**src/rtl/mult_seq_gen.sv**
```systemverilog
// Sequential shift-and-add multiplier producing one 2*WIDTH product per WIDTH+2 cycles.
// Signed operands are reduced to magnitudes up front. The result sign is applied in a single fix-up cycle.
module mult_seq_gen #(
  parameter int WIDTH = 32
) (
  input  logic                 clock,
  input  logic                 reset,
  input  logic                 start,
  input  logic                 sgn,
  input  logic [WIDTH-1:0]     mlier,
  input  logic [WIDTH-1:0]     mcand,
  output logic                 ready,
  output logic                 valid,
  output logic [2*WIDTH-1:0]   prodt
);

  localparam int CNT_W = $clog2(WIDTH + 1);
  localparam logic [CNT_W-1:0]   CNT_ONE  = CNT_W'(1);
  localparam logic [CNT_W-1:0]   CNT_LOAD = CNT_W'(WIDTH);
  localparam logic [WIDTH-1:0]   ONE_W    = WIDTH'(1);
  localparam logic [2*WIDTH-1:0] ONE_2W   = (2*WIDTH)'(1);

  typedef enum logic [1:0] {
    IDLE = 2'd0,
    RUN  = 2'd1,
    FIX  = 2'd2
  } state_t;

  state_t               r_state;
  state_t               w_state_nxt;
  logic [CNT_W-1:0]     r_count;
  logic [WIDTH-1:0]     r_mlier;
  logic [2*WIDTH-1:0]   r_mcand;
  logic [2*WIDTH-1:0]   r_acc;
  logic [2*WIDTH-1:0]   r_prodt;
  logic                 r_neg;
  logic                 r_valid;
  logic                 w_accept;
  logic                 w_last;

  // Magnitude fits in WIDTH unsigned bits, including for the most negative value.
  function automatic logic [WIDTH-1:0] magnitude(input logic [WIDTH-1:0] x, input logic s);
    return (s && x[WIDTH-1]) ? (~x + ONE_W) : x;
  endfunction

  function automatic logic [2*WIDTH-1:0] apply_sign(input logic [2*WIDTH-1:0] acc, input logic neg);
    return (neg && (acc != '0)) ? (~acc + ONE_2W) : acc;
  endfunction

  assign w_accept = (r_state == IDLE) && start;
  assign w_last   = (r_count == CNT_ONE);

  always_comb begin
    w_state_nxt = r_state;
    case (r_state)
      IDLE:    if (start)  w_state_nxt = RUN;
      RUN:     if (w_last) w_state_nxt = FIX;
      FIX:     w_state_nxt = IDLE;
      default: w_state_nxt = IDLE;
    endcase
  end

  always_ff @(posedge clock) begin
    if (!reset) begin
      r_state <= IDLE;
      r_count <= '0;
      r_acc   <= '0;
      r_prodt <= '0;
      r_valid <= 1'b0;
      r_neg   <= 1'b0;
    end else begin
      r_state <= w_state_nxt;
      r_valid <= 1'b0;
      case (r_state)
        IDLE: begin
          if (start) begin
            r_neg   <= sgn & (mlier[WIDTH-1] ^ mcand[WIDTH-1]);
            r_acc   <= '0;
            r_count <= CNT_LOAD;
          end
        end
        RUN: begin
          if (r_mlier[0]) r_acc <= r_acc + r_mcand;
          r_count <= r_count - CNT_ONE;
        end
        FIX: begin
          r_prodt <= apply_sign(r_acc, r_neg);
          r_valid <= 1'b1;
        end
        default: ;
      endcase
    end
  end

  // Operand shift registers carry no reset; they are always reloaded on accept.
  always_ff @(posedge clock) begin
    if (w_accept && reset) begin
      r_mlier <= magnitude(mlier, sgn);
      r_mcand <= {{WIDTH{1'b0}}, magnitude(mcand, sgn)};
    end else if (r_state == RUN) begin
      r_mlier <= r_mlier >> 1;
      r_mcand <= r_mcand << 1;
    end
  end

  assign ready = (r_state == IDLE);
  assign valid = r_valid;
  assign prodt = r_prodt;

endmodule
```
**config.mk**
```make
export PLATFORM = sky130hd
export DESIGN_NAME = mult_seq_gen
export DESIGN_NICKNAME = d
export VERILOG_FILES = /design/src/rtl/mult_seq_gen.sv
export SDC_FILE = /design/constraint.sdc
export NUM_CORES = 1
export LEC_CHECK = 0
export CAP_MARGIN = 25
export CORE_MARGIN = 3
export CORE_UTILIZATION = 40
export CTS_CLUSTER_SIZE = 10
export DETAILED_ROUTE_END_ITERATION = 8
export PLACE_DENSITY_LB_ADDON = 0.3
export RECOVER_POWER = 25
export SLEW_MARGIN = 25
export SYNTH_ARGS = -nofsm -noshare
export SYNTH_HDL_FRONTEND = slang
export SYNTH_SLANG_ARGS = --single-unit
```
**constraint.sdc**
```tcl
create_clock -name clock -period 8.59 [get_ports clock]
set_input_delay 1.2885 -clock clock [delete_from_list [all_inputs] [get_ports clock]]
set_output_delay 1.2885 -clock clock [all_outputs]
set_load 0.01 [all_outputs]
```
# After elaboration in Yosys (flattened, before gate mapping)
# Cells that the tools add are included.
# totals
out_inout_bits	66
wordCells	54
reg_bits	234
inputBits	68
# classes
n_bitwise	5
eq_ne	6
n_reduce_logical	13
n_addsub	5
mux	16
# op_table
cell	count
32-bit 2-to-1 mux	6
64-bit 2-to-1 mux	3
64-bit case mux with 2 select lines	1
32-bit by 1-bit adder with 32-bit output, second input constant	2
64-bit by 1-bit adder with 64-bit output, second input constant	1
64-bit adder	1
32-bit inverter	2
64-bit inverter	1
64-bit nonzero test	1
6-bit case mux with 2 select lines	1
6-bit by 1-bit == test with 1-bit output, second input constant	1
6-bit 2-to-1 mux	1
2-bit inequality test, second input constant	3
2-bit AND reduction	3
6-bit by 1-bit subtractor with 6-bit output, second input constant	1
1-bit logical AND	5
2-bit 2-to-1 mux	2
2-bit case mux with 2 select lines	1
2-bit nonzero test	2
3-bit AND reduction	1
2-bit by 1-bit == test with 1-bit output, second input constant	1
2-bit == test, second input constant	1
2-bit logical NOT	1
1-bit bitwise AND	1
other kinds (2)	2

# Depth between registers and ports, before layout
# Gate-level depths: netlist of run 1.
# depth
depth_word	4
depth_mapped	13
depth_no_buf	13

# Least setup slack after synthesis of run 1
# OpenSTA, ideal clock, no wires.
# synth_path
path_kind	input -> register
start	in start
end	reg r_mcand[0] (enable)
t_required_ns	7.902
setup_slack_ns	4.362
path_stages	7
arrival_time_ns	3.540
path_cell_list	and2_1 clkbuf_1 nand2_1 clkbuf_1 clkbuf_1 clkbuf_1 nand2_1
# synth_via
elab_chain_len	3
# synth_lines
element	line_no	text
start: declaration	8	input logic start,
1-bit logical AND	50	assign w_accept = (r_state == IDLE) && start;
1-bit logical AND	97	if (w_accept && reset) begin
2-bit nonzero test (no line)	--	
end signal: assignment	99	r_mcand <= {{WIDTH{1'b0}}, magnitude(mcand, sgn)};
end signal: assignment	102	r_mcand <= r_mcand << 1;
end: declaration	33	logic [2*WIDTH-1:0] r_mcand;
# No other way between the ends.
# A chain may end at the register's enable or synchronous reset.

==> results_dict.tcl, run 1 <==
set metrics [dict create \
    max_clock_freq_mhz 182 \
    leading_register_cell_type_out_of_synthesis "dfxtp_1" \
    worst_ep_required_time_ps 9070 \
    path_common_cell "clkbuf_1" \
    clk_sink_count 234 \
    rsz_0062_raised_after_global_routing "false" \
    synth_top_cell_area_share 0.234 \
    endpoint_kind "register" \
    areaGrowthSynthToFinish_pct 16.6 \
    synth-seq-cells 234 \
    final-max-slew-violation-count 113 \
    violations_in_the_final_reports "capacitance limit, slew limit" \
    hold_class "register to register" \
    routed_wire_length_per_instance_um 17.7 \
    grt_pass1_wl_um 66100 \
    critPathArrivalTime_ps 5990 \
    fp.dieArea_um2 38700 \
    leakage_uw 0.00658 \
    mappedNetlistArea_um2 14600 \
    cts.clk_slew.worst_paths_ps 60 \
    final_nets 2019 \
    mostFrequentLayoutCells "260 x nand2_1, 222 x a21oi_1, 195 x o21ai_0" \
    gr-total-overflow 0 \
    crit_chain "dlygate4sd3_1 > clkbuf_1 > clkinv_1 > clkbuf_1 > nor2_1 > nand2_1 > nor3b_1 > o21ai_0 > o211ai_1" \
    vdd.ir_drop.worst_uv 147 \
    drt-initial-drc-count 898 \
    layout.cell_area.non_filler_um2 17000 \
    placeableCoreArea_um2 35700 \
    vias 13300 \
    tritoncts "built" \
    postRouteAntennaNets 0 \
    floorplan.initialDensity 0.407 \
    max_cap_viol_count 2 \
    fp-row-count 69 \
    cells_resized_by_post_cts_repair 0 \
    cts_setup_buffers 0 \
    die_height_um 197 \
    clock_path_buffers 3 \
    status "finished, violations left" \
    chipWidth_um 197 \
    synth_seq_area_share 0.366 \
    grt_max_degree 77 \
    placed_area_um2 16200 \
    timing.critical_path.fanout_max 57 \
    cell_at_the_root_of_the_clock_tree "clkbuf_16" \
    syn_inst 1816 \
    setup.worst_path.class "input port to register" \
    drt_via_density 5.63 \
    clkLatencyLatePin_ps 560 \
    grt_pass1_vias 12300 \
    cts-buffers-inserted 28 \
    slowest_cell_on_the_critical_path "clkbuf_1" \
    crit_path_start_kind "input port" \
    cp_slowest_stage_delay_ps 1420 \
    setup_tns_ps 0 \
    post-route-min-period_ps 5510 \
    detail_route.first_pass.iterations 6 \
    fin_crit_sh 0.641 \
    most_common_cell_after_layout_fill_and_taps_aside "nand2_1" \
    place.detailed.hpwl_um 31400 \
    fillCellCount 3527 \
    synth.net_count 1953 \
    setup_viol 0 \
    remaining_drc_errors 0 \
    layout.core_utilization 0.475 \
    antenna-diode-count 0 \
    h-tree-depth 1 \
    yosysTopAreaCell "dfxtp_1" \
    groute.usage.overall 0.207 \
    tightestPinTransition_ps 2580 \
    postRouteWirelength_um 41600 \
    power_density_nw_per_um2 171 \
    syn_avg_cell_area_um2 8.02 \
    cts_hold_buf 0 \
    synth-edff-count 64 \
    synth_async_sr_flop_share 0 \
    design.portCount 134 \
    fin_worst_skew_ps 19.3 \
    numPortBuffers 133 \
    layout-drive-gt1-share 0.0380 \
    place.gp.congestion 0.945 \
    netlist_cell_types 70 \
    synth_top_cells_by_area "dfxtp_1 23%, edfxtp_1 13%, a21oi_1 7.6%" \
    hold_viol_final 0 \
    slew-limit-headroom -0.720 \
    ys_warn_count 0 \
    antenna_violations_before_repair 0 \
]
## state kept, by name (all words and copies together) (netlist names)
signal,count
prodt,64
r_acc,64
r_count,6
r_mcand,64
r_mlier,32
r_neg,1
r_state,2
valid,1
## cell type report
class	count	area [um2]	area share
multi-input combinational	1435	8690	0.512
sequential	234	5330	0.314
timing repair buffer	147	1440	0.0849
clock buffer	39	772	0.0455
tap	461	577	0.0340
inverter	36	135	0.00796
clock inverter	3	40.0	0.00236
## metrics by stage
stage / total power [uW] / setup slack (ps) / std cells / hold WS (ps)
3_5_place_dp: 1850 / 4330 / 2312 / 460
6_report: 2900 / 3080 / 2355 / 460
5_1_grt: 3040 / 2630 / 2355 / 475
2_1_floorplan: 1670 / 4360 / 1816 / 449
4_1_cts: 2920 / 4640 / 2354 / 468
3_3_place_gp: 1840 / 4430 / 2312 / 451
## cells in the mapped netlist, drive strengths merged (36+ instances only)
| cell type | instances |
|---|---|
| a21oi | 222 |
| nand2 | 262 |
| ha | 68 |
| edfxtp | 64 |
| dfxtp | 170 |
| inv | 36 |
| o21ai | 197 |
| xnor2 | 102 |
| xor2 | 74 |
| clkbuf | 100 |
| nor2 | 139 |
## logic make-up after synthesis
kind of cell               after synthesis  synth area share
DFF                                    234             0.366
and+or+nand+nor                        579             0.181
AOI/OAI and AO/OA                      609             0.247
buffers and inverters                  147            0.0392
adders and majority gates               69            0.0598
xor gates and xnor gates               176             0.106
muxes                                    2           0.00137
## path summary, 6_finish.rpt
| path | start | endpoint | slack, ps | depth (start not counted) |
|---|---|---|---|---|
| setup / recovery | reset | r_acc[63] | 3080 | 9 |
| hold / removal | prodt[55] | prodt[55] | 460 | 2 |
| setup reg to reg | r_acc[1] | prodt[63] | 4520 | 12 |
| hold reg to reg | prodt[55] | prodt[55] | 460 | 2 |
## layer usage
layer | up-vias | part of all wire | global-route usage
met5 | - | 0 | 0
met4 | 0 | 0.027 | 0.0539
met3 | 51 | 0.058 | 0.0253
met2 | 396 | 0.42 | 0.315
met1 | 6175 | 0.49 | 0.312
li1 | 6640 | - | -
## where the power goes
| group | switching, uW | internal [uW] |
|---|---|---|
| logic | 348 | 214 |
| clock network | 451 | 618 |
| registers | 54.1 | 1210 |
## worst max-delay path: cells and delay by family
family	cells	cell delay, ps
AO/OA/AOI/OAI	2	210
buffers and inverters	4	3150
AND/OR/NAND/NOR	3	1290
No activity file was read; power rests on OpenSTA's default activity.
==> run 2: changes to the inputs <==
==> constraint.sdc (replaced) <==
create_clock -name clock -period 5.1 [get_ports clock]
set_input_delay 0.765 -clock clock [delete_from_list [all_inputs] [get_ports clock]]
set_output_delay 0.765 -clock clock [all_outputs]
set_load 0.01 [all_outputs]
==> run 2 against run 1 <==
The run still ends with capacitance limit, slew limit left. Via count grew 0.74%. Total power rose by 71%. Worst setup slack got worse by 2000 ps.
==> results_dict.tcl, run 2 (synthesis gave the netlist of run 1 again) <==
set metrics [dict create \
    rsz_0062_raised_after_global_routing "false" \
    setup_tns_ps 0 \
    antenna_violations_before_repair 1 \
    cell_at_the_root_of_the_clock_tree "clkbuf_16" \
    cts_setup_buffers 0 \
    worst_hold_path.num_cells 2 \
    endpoint_kind "register" \
    tightestPinTransition_ps 1740 \
    sequentialPowerShare 0.429 \
    timing.critical_path.fanout_max 22 \
    cells_resized_by_post_cts_repair 0 \
    routed_wire_length_per_instance_um 17.6 \
    worstSetupPathDepth 12 \
    worst_r2r_path_depth 12 \
    rrSetupSlack_ps 1120 \
    power_switching_share 0.287 \
    setup.worst_path.class "register to register" \
    setup_viol 0 \
    design.portCount 134 \
    status "finished, violations left" \
    cts-buffers-inserted 29 \
    fin_worst_skew_ps 10.7 \
    clk_sink_count 234 \
    cellInternalPower_uw 3540 \
    tritoncts "built" \
    groute.usage.overall 0.212 \
    critPathArrivalTime_ps 4360 \
    numPortBuffers 133 \
    max_clock_freq_mhz 251 \
    h-tree-depth 1 \
    portion_of_total_power_attributed_to_combinational_logic 0.191 \
    crit_chain "inv_1 > ha_1 > or3b_2 > or4_4 > or4b_4 > nor3_4 > nand4b_1 > nand2_1 > nor3_1 > a21o_1 > o21ai_1 > a21oi_1" \
    grt_max_degree 77 \
    max_cap_viol_count 2 \
    slew-limit-headroom -0.158 \
    layout.cell_area.non_filler_um2 17000 \
    areaGrowthSynthToFinish_pct 17.0 \
    multi_input_comb_area_um2 8690 \
    layout-drive-gt1-share 0.0394 \
    final_nets 2023 \
    grt_pass1_vias 12700 \
    grt_pass1_wl_um 67900 \
    gr-total-overflow 0 \
    hold_viol_final 0 \
    final-max-slew-violation-count 101 \
    place.gp.congestion 0.930 \
    detail_route.first_pass.iterations 5 \
    crit_path_start_kind "register" \
    fp.dieArea_um2 38700 \
    cts.clk_slew.worst_paths_ps 60 \
    cts_hold_buf 0 \
    most_common_cell_after_layout_fill_and_taps_aside "nand2_1" \
    seqCellArea_um2 5330 \
    place.detailed.hpwl_um 31600 \
    fillCellCount 3527 \
    placed_area_um2 16200 \
    critical_path.n_buffers_inverters 1 \
    antenna-diode-count 0 \
    vdd.ir_drop.worst_uv 191 \
    clock_path_buffers 3 \
    fp-row-count 69 \
    clock_power_share 0.380 \
    chipWidth_um 197 \
    leakage_uw 0.00666 \
    worst_ep_required_time_ps 5470 \
    placeableCoreArea_um2 35700 \
    mostFrequentLayoutCells "260 x nand2_1, 222 x a21oi_1, 195 x o21ai_0" \
    remaining_drc_errors 0 \
    power_density_nw_per_um2 291 \
    drt_via_density 5.65 \
    critical_path.top_delay_family "simple AND/OR/NAND/NOR gates" \
    vias 13400 \
    slowest_cell_on_the_critical_path "nand2_1" \
    floorplan.initialDensity 0.407 \
    clkLatencyLatePin_ps 540 \
    hold_class "register to register" \
    cp_slowest_stage_delay_ps 620 \
    postRouteAntennaNets 0 \
    fin_crit_sh 0.781 \
    post-route-min-period_ps 3980 \
    postRouteWirelength_um 41700 \
    violations_in_the_final_reports "capacitance limit, slew limit" \
    net_load_switching_power_uw 1420 \
    drt-initial-drc-count 1076 \
    die_height_um 197 \
]
-- run 2: power groups by stage --
stage               Sequential (uW)  Combinational [uW]  Clock [uW]
floorplan                      2130                 682           0
global placement               2160                 936           0
detailed placement             2170                 944           0
CTS                            2130                 948        1930
global route                   2140                1060        2020
finish                         2130                 947        1890
-- run 2: per-layer routing --
metal,global-route usage,share of wire
met1,0.315,0.48
met2,0.324,0.43
met3,0.0333,0.068
met4,0.0478,0.020
met5,0,0.00041
-- run 2: final cells by class --
| class | instances | share of cell area |
|---|---|---|
| tap | 461 | 0.0339 |
| multi-input combinational | 1435 | 0.510 |
| clock buffer | 44 | 0.0483 |
| inverter | 36 | 0.00793 |
| timing repair buffer | 150 | 0.0852 |
| sequential | 234 | 0.313 |
| clock inverter | 3 | 0.00235 |
-- run 2: worst register-to-register path: stages, from the launching register on --
cell	delay (ps)
dfxtp_1	340
inv_1	130
ha_1	220
or3b_2	460
or4_4	540
or4b_4	590
nor3_4	290
nand4b_1	140
nand2_1	620
nor3_1	110
a21o_1	190
o21ai_1	110
a21oi_1	80
-- run 2: final timing paths --
path                                start         to
worst min-delay path            prodt[55]  prodt[55]
worst max-delay path             r_acc[1]  prodt[63]
worst min register to register  prodt[55]  prodt[55]
worst max register to register   r_acc[1]  prodt[63]
-- run 2: through the flow --
step / hold WS (ps) / worst slack (ps) / utilization / std cells / total power [uW]
3_3_place_gp: 455 / 1240 / 0.453 / 2316 / 3100
2_1_floorplan: 449 / 1400 / - / 1816 / 2820
6_report: 457 / 1120 / 0.477 / 2363 / 4970
4_1_cts: 463 / 1170 / 0.477 / 2363 / 5010
3_5_place_dp: 456 / 1170 / 0.453 / 2316 / 3110
5_1_grt: 496 / 758 / 0.477 / 2363 / 5220
==> run 3: changes to the inputs <==
==> constraint.sdc (replaced) <==
create_clock -name clock -period 3.7 [get_ports clock]
set_input_delay 0.555 -clock clock [delete_from_list [all_inputs] [get_ports clock]]
set_output_delay 0.555 -clock clock [all_outputs]
set_load 0.01 [all_outputs]
==> run 3 against run 2 <==
The flow still finishes with violations (capacitance limit, slew limit). First-iteration DRC count fell by 7.2%. Largest cell class unchanged. Critical path depth rose by 1. Non-clock buffer count grew 42. Count of clock-buffer cells in the layout down 5. Worst hold slack worse by 3.3 ps. Cell area grew 1.9%. Combinational power rose by 46%. Register-to-register slack got worse by 940 ps. Utilization grew 0.90 points. Worst setup slack got worse by 940 ps. Total power grew 39%.
==> results_dict.tcl, run 3 (synthesis gave the netlist of run 1 again) <==
set metrics [dict create \
    antenna-diode-count 0 \
    timing.hold.worst.start "prodt[0]" \
    cts-buffers-inserted 28 \
    numPortBuffers 133 \
    place.detailed.hpwl_um 32900 \
    grt_pass1_wl_um 69100 \
    postRouteWirelength_um 43300 \
    most_common_cell_after_layout_fill_and_taps_aside "nand2_1" \
    detail_route.first_pass.iterations 5 \
    hold_class "register to register" \
    clock_path_buffers 3 \
    cellInternalPower_uw 4840 \
    tightestPinTransition_ps 1850 \
    areaGrowthSynthToFinish_pct 19.2 \
    portion_of_total_power_attributed_to_combinational_logic 0.200 \
    leakage_uw 0.00685 \
    clock_power_share 0.374 \
    setup_viol 0 \
    design.portCount 134 \
    mostFrequentLayoutCells "259 x nand2_1, 221 x a21oi_1, 194 x o21ai_0" \
    clkLatencyLatePin_ps 560 \
    timing.rr.start "r_acc[1]" \
    worst_r2r_path_depth 13 \
    rsz_0062_raised_after_global_routing "false" \
    routed_wire_length_per_instance_um 18.0 \
    net_load_switching_power_uw 2050 \
    worst_hold_path.num_cells 2 \
    chipWidth_um 197 \
    total_power_uw 6890 \
    final_nets 2064 \
    post-route-min-period_ps 3530 \
    drt-initial-drc-count 998 \
    drt_via_density 5.59 \
    max_clock_freq_mhz 284 \
    fillCellCount 3476 \
    sequentialPowerShare 0.426 \
    max_cap_viol_count 1 \
    crit_path_start_kind "register" \
    cp_slowest_stage_delay_ps 590 \
    cell_at_the_root_of_the_clock_tree "clkbuf_16" \
    vias 13400 \
    timing.critical_path.fanout_max 15 \
    groute.usage.overall 0.217 \
    violations_in_the_final_reports "capacitance limit, slew limit" \
    post_placement_cell_count 2356 \
    power_density_nw_per_um2 397 \
    fin_worst_skew_ps 10.5 \
    floorplan.initialDensity 0.407 \
    placeableCoreArea_um2 35700 \
    crit_chain "inv_1 > ha_1 > or3b_2 > or4_4 > or4b_4 > nor3_4 > nand4b_1 > nand2_1 > buf_6 > nor3_1 > a21o_1 > o21ai_1 > a21oi_1" \
    layout-drive-gt1-share 0.0603 \
    hold_viol_final 0 \
    place.gp.congestion 0.938 \
    clk_sink_count 234 \
    grt_pass1_vias 12600 \
    remaining_drc_errors 0 \
    setup.worst_path.class "register to register" \
    final-max-slew-violation-count 119 \
    slowest_cell_on_the_critical_path "or4b_4" \
    worst_ep_required_time_ps 4110 \
    antenna_violations_before_repair 0 \
    hold-path-endpoint "prodt[0]" \
    tritoncts "built" \
    rrSetupSlack_ps 170 \
    h-tree-depth 1 \
    gr-total-overflow 0 \
    finalNonFillerCells 2401 \
    fin_crit_sh 0.953 \
    worstReg2RegEnd "prodt[63]" \
    vdd.ir_drop.worst_uv 304 \
    fp.dieArea_um2 38700 \
    fp-row-count 69 \
    critPathArrivalTime_ps 3940 \
    postRouteAntennaNets 0 \
    power_switching_share 0.298 \
    endpoint_kind "register" \
    grt_max_degree 119 \
    die_height_um 197 \
    cts.clk_slew.worst_paths_ps 60 \
    slew-limit-headroom -0.234 \
    status "finished, violations left" \
]
[run 3: cell count changes in the layout (fill, tap and decap cells not counted), moves of 2 or more]
cell | before | now
clkdlybuf4s50_1 | 66 | 73
dlygate4sd3_1 | 67 | 60
buf_4 | 15 | 56
clkbuf_8 | 4 | 2
clkinv_1 | 1 | 3
clkbuf_1 | 13 | 9
clkinv_2 | 2 | 0
[run 3: routing by layer]
metal  part of all wire  wire [um]  global-route usage  vias up
met4              0.016        697              0.0428        0
met1               0.50      21600               0.333     6283
met2               0.43      18700               0.333      364
met5                  0          0                   0        -
li1                   -          -                   -     6727
met3              0.053       2300              0.0224       50
[run 3: power groups by stage]
stage / Combinational (uW) / Sequential, uW / Clock, uW
global placement: 1340 / 2980 / 0
global route: 1530 / 2950 / 2720
CTS: 1360 / 2930 / 2620
floorplan: 940 / 2940 / 0
finish: 1380 / 2940 / 2580
detailed placement: 1350 / 2990 / 0
[run 3: cell type report]
| class | count | area [um2] | area share |
|---|---|---|---|
| sequential | 234 | 5330 | 0.307 |
| inverter | 36 | 135 | 0.00779 |
| multi-input combinational | 1435 | 8700 | 0.501 |
| timing repair buffer | 192 | 1790 | 0.103 |
| clock inverter | 4 | 67.6 | 0.00389 |
| tap | 461 | 577 | 0.0332 |
| clock buffer | 39 | 762 | 0.0439 |
[run 3: worst max-delay path, delay by kind of cell, from the launching register on]
family,cells,cell delay (ps)
buffers and inverters,2,310
DFF,1,340
adders and majority gates,1,200
AOI/OAI and AO/OA,3,350
and+or+nand+nor,7,2180
[run 3: worst max-delay path by stage]
stage                     from          to  cells after the start
finish                r_acc[1]   prodt[63]                     13
global route          r_acc[1]   prodt[63]                     13
CTS                 r_mcand[0]   r_acc[60]                     13
detailed placement    r_acc[1]   prodt[12]                     11
global placement      r_acc[1]   prodt[25]                     11
floorplan                start  r_mcand[0]                      7
[run 3: timing repair]
item	CTS	global route
resized for setup	1	5
pin swaps	0	1
setup buffers	0	2
hold buffers	0	0
setup endpoints to repair	4	34
[run 3: stage by stage]
stage	worst slack [ps]	instance area (um2)	hold slack, ps	util	setup TNS [ps]
2_1_floorplan	206	14600	449	-	0
3_3_place_gp	47.5	16500	452	0.462	0
3_5_place_dp	-18.8	16500	450	0.462	-18.8
4_1_cts	46.5	17400	457	0.485	0
5_1_grt	6.10	17400	485	0.486	0
6_report	175	17400	453	0.486	0
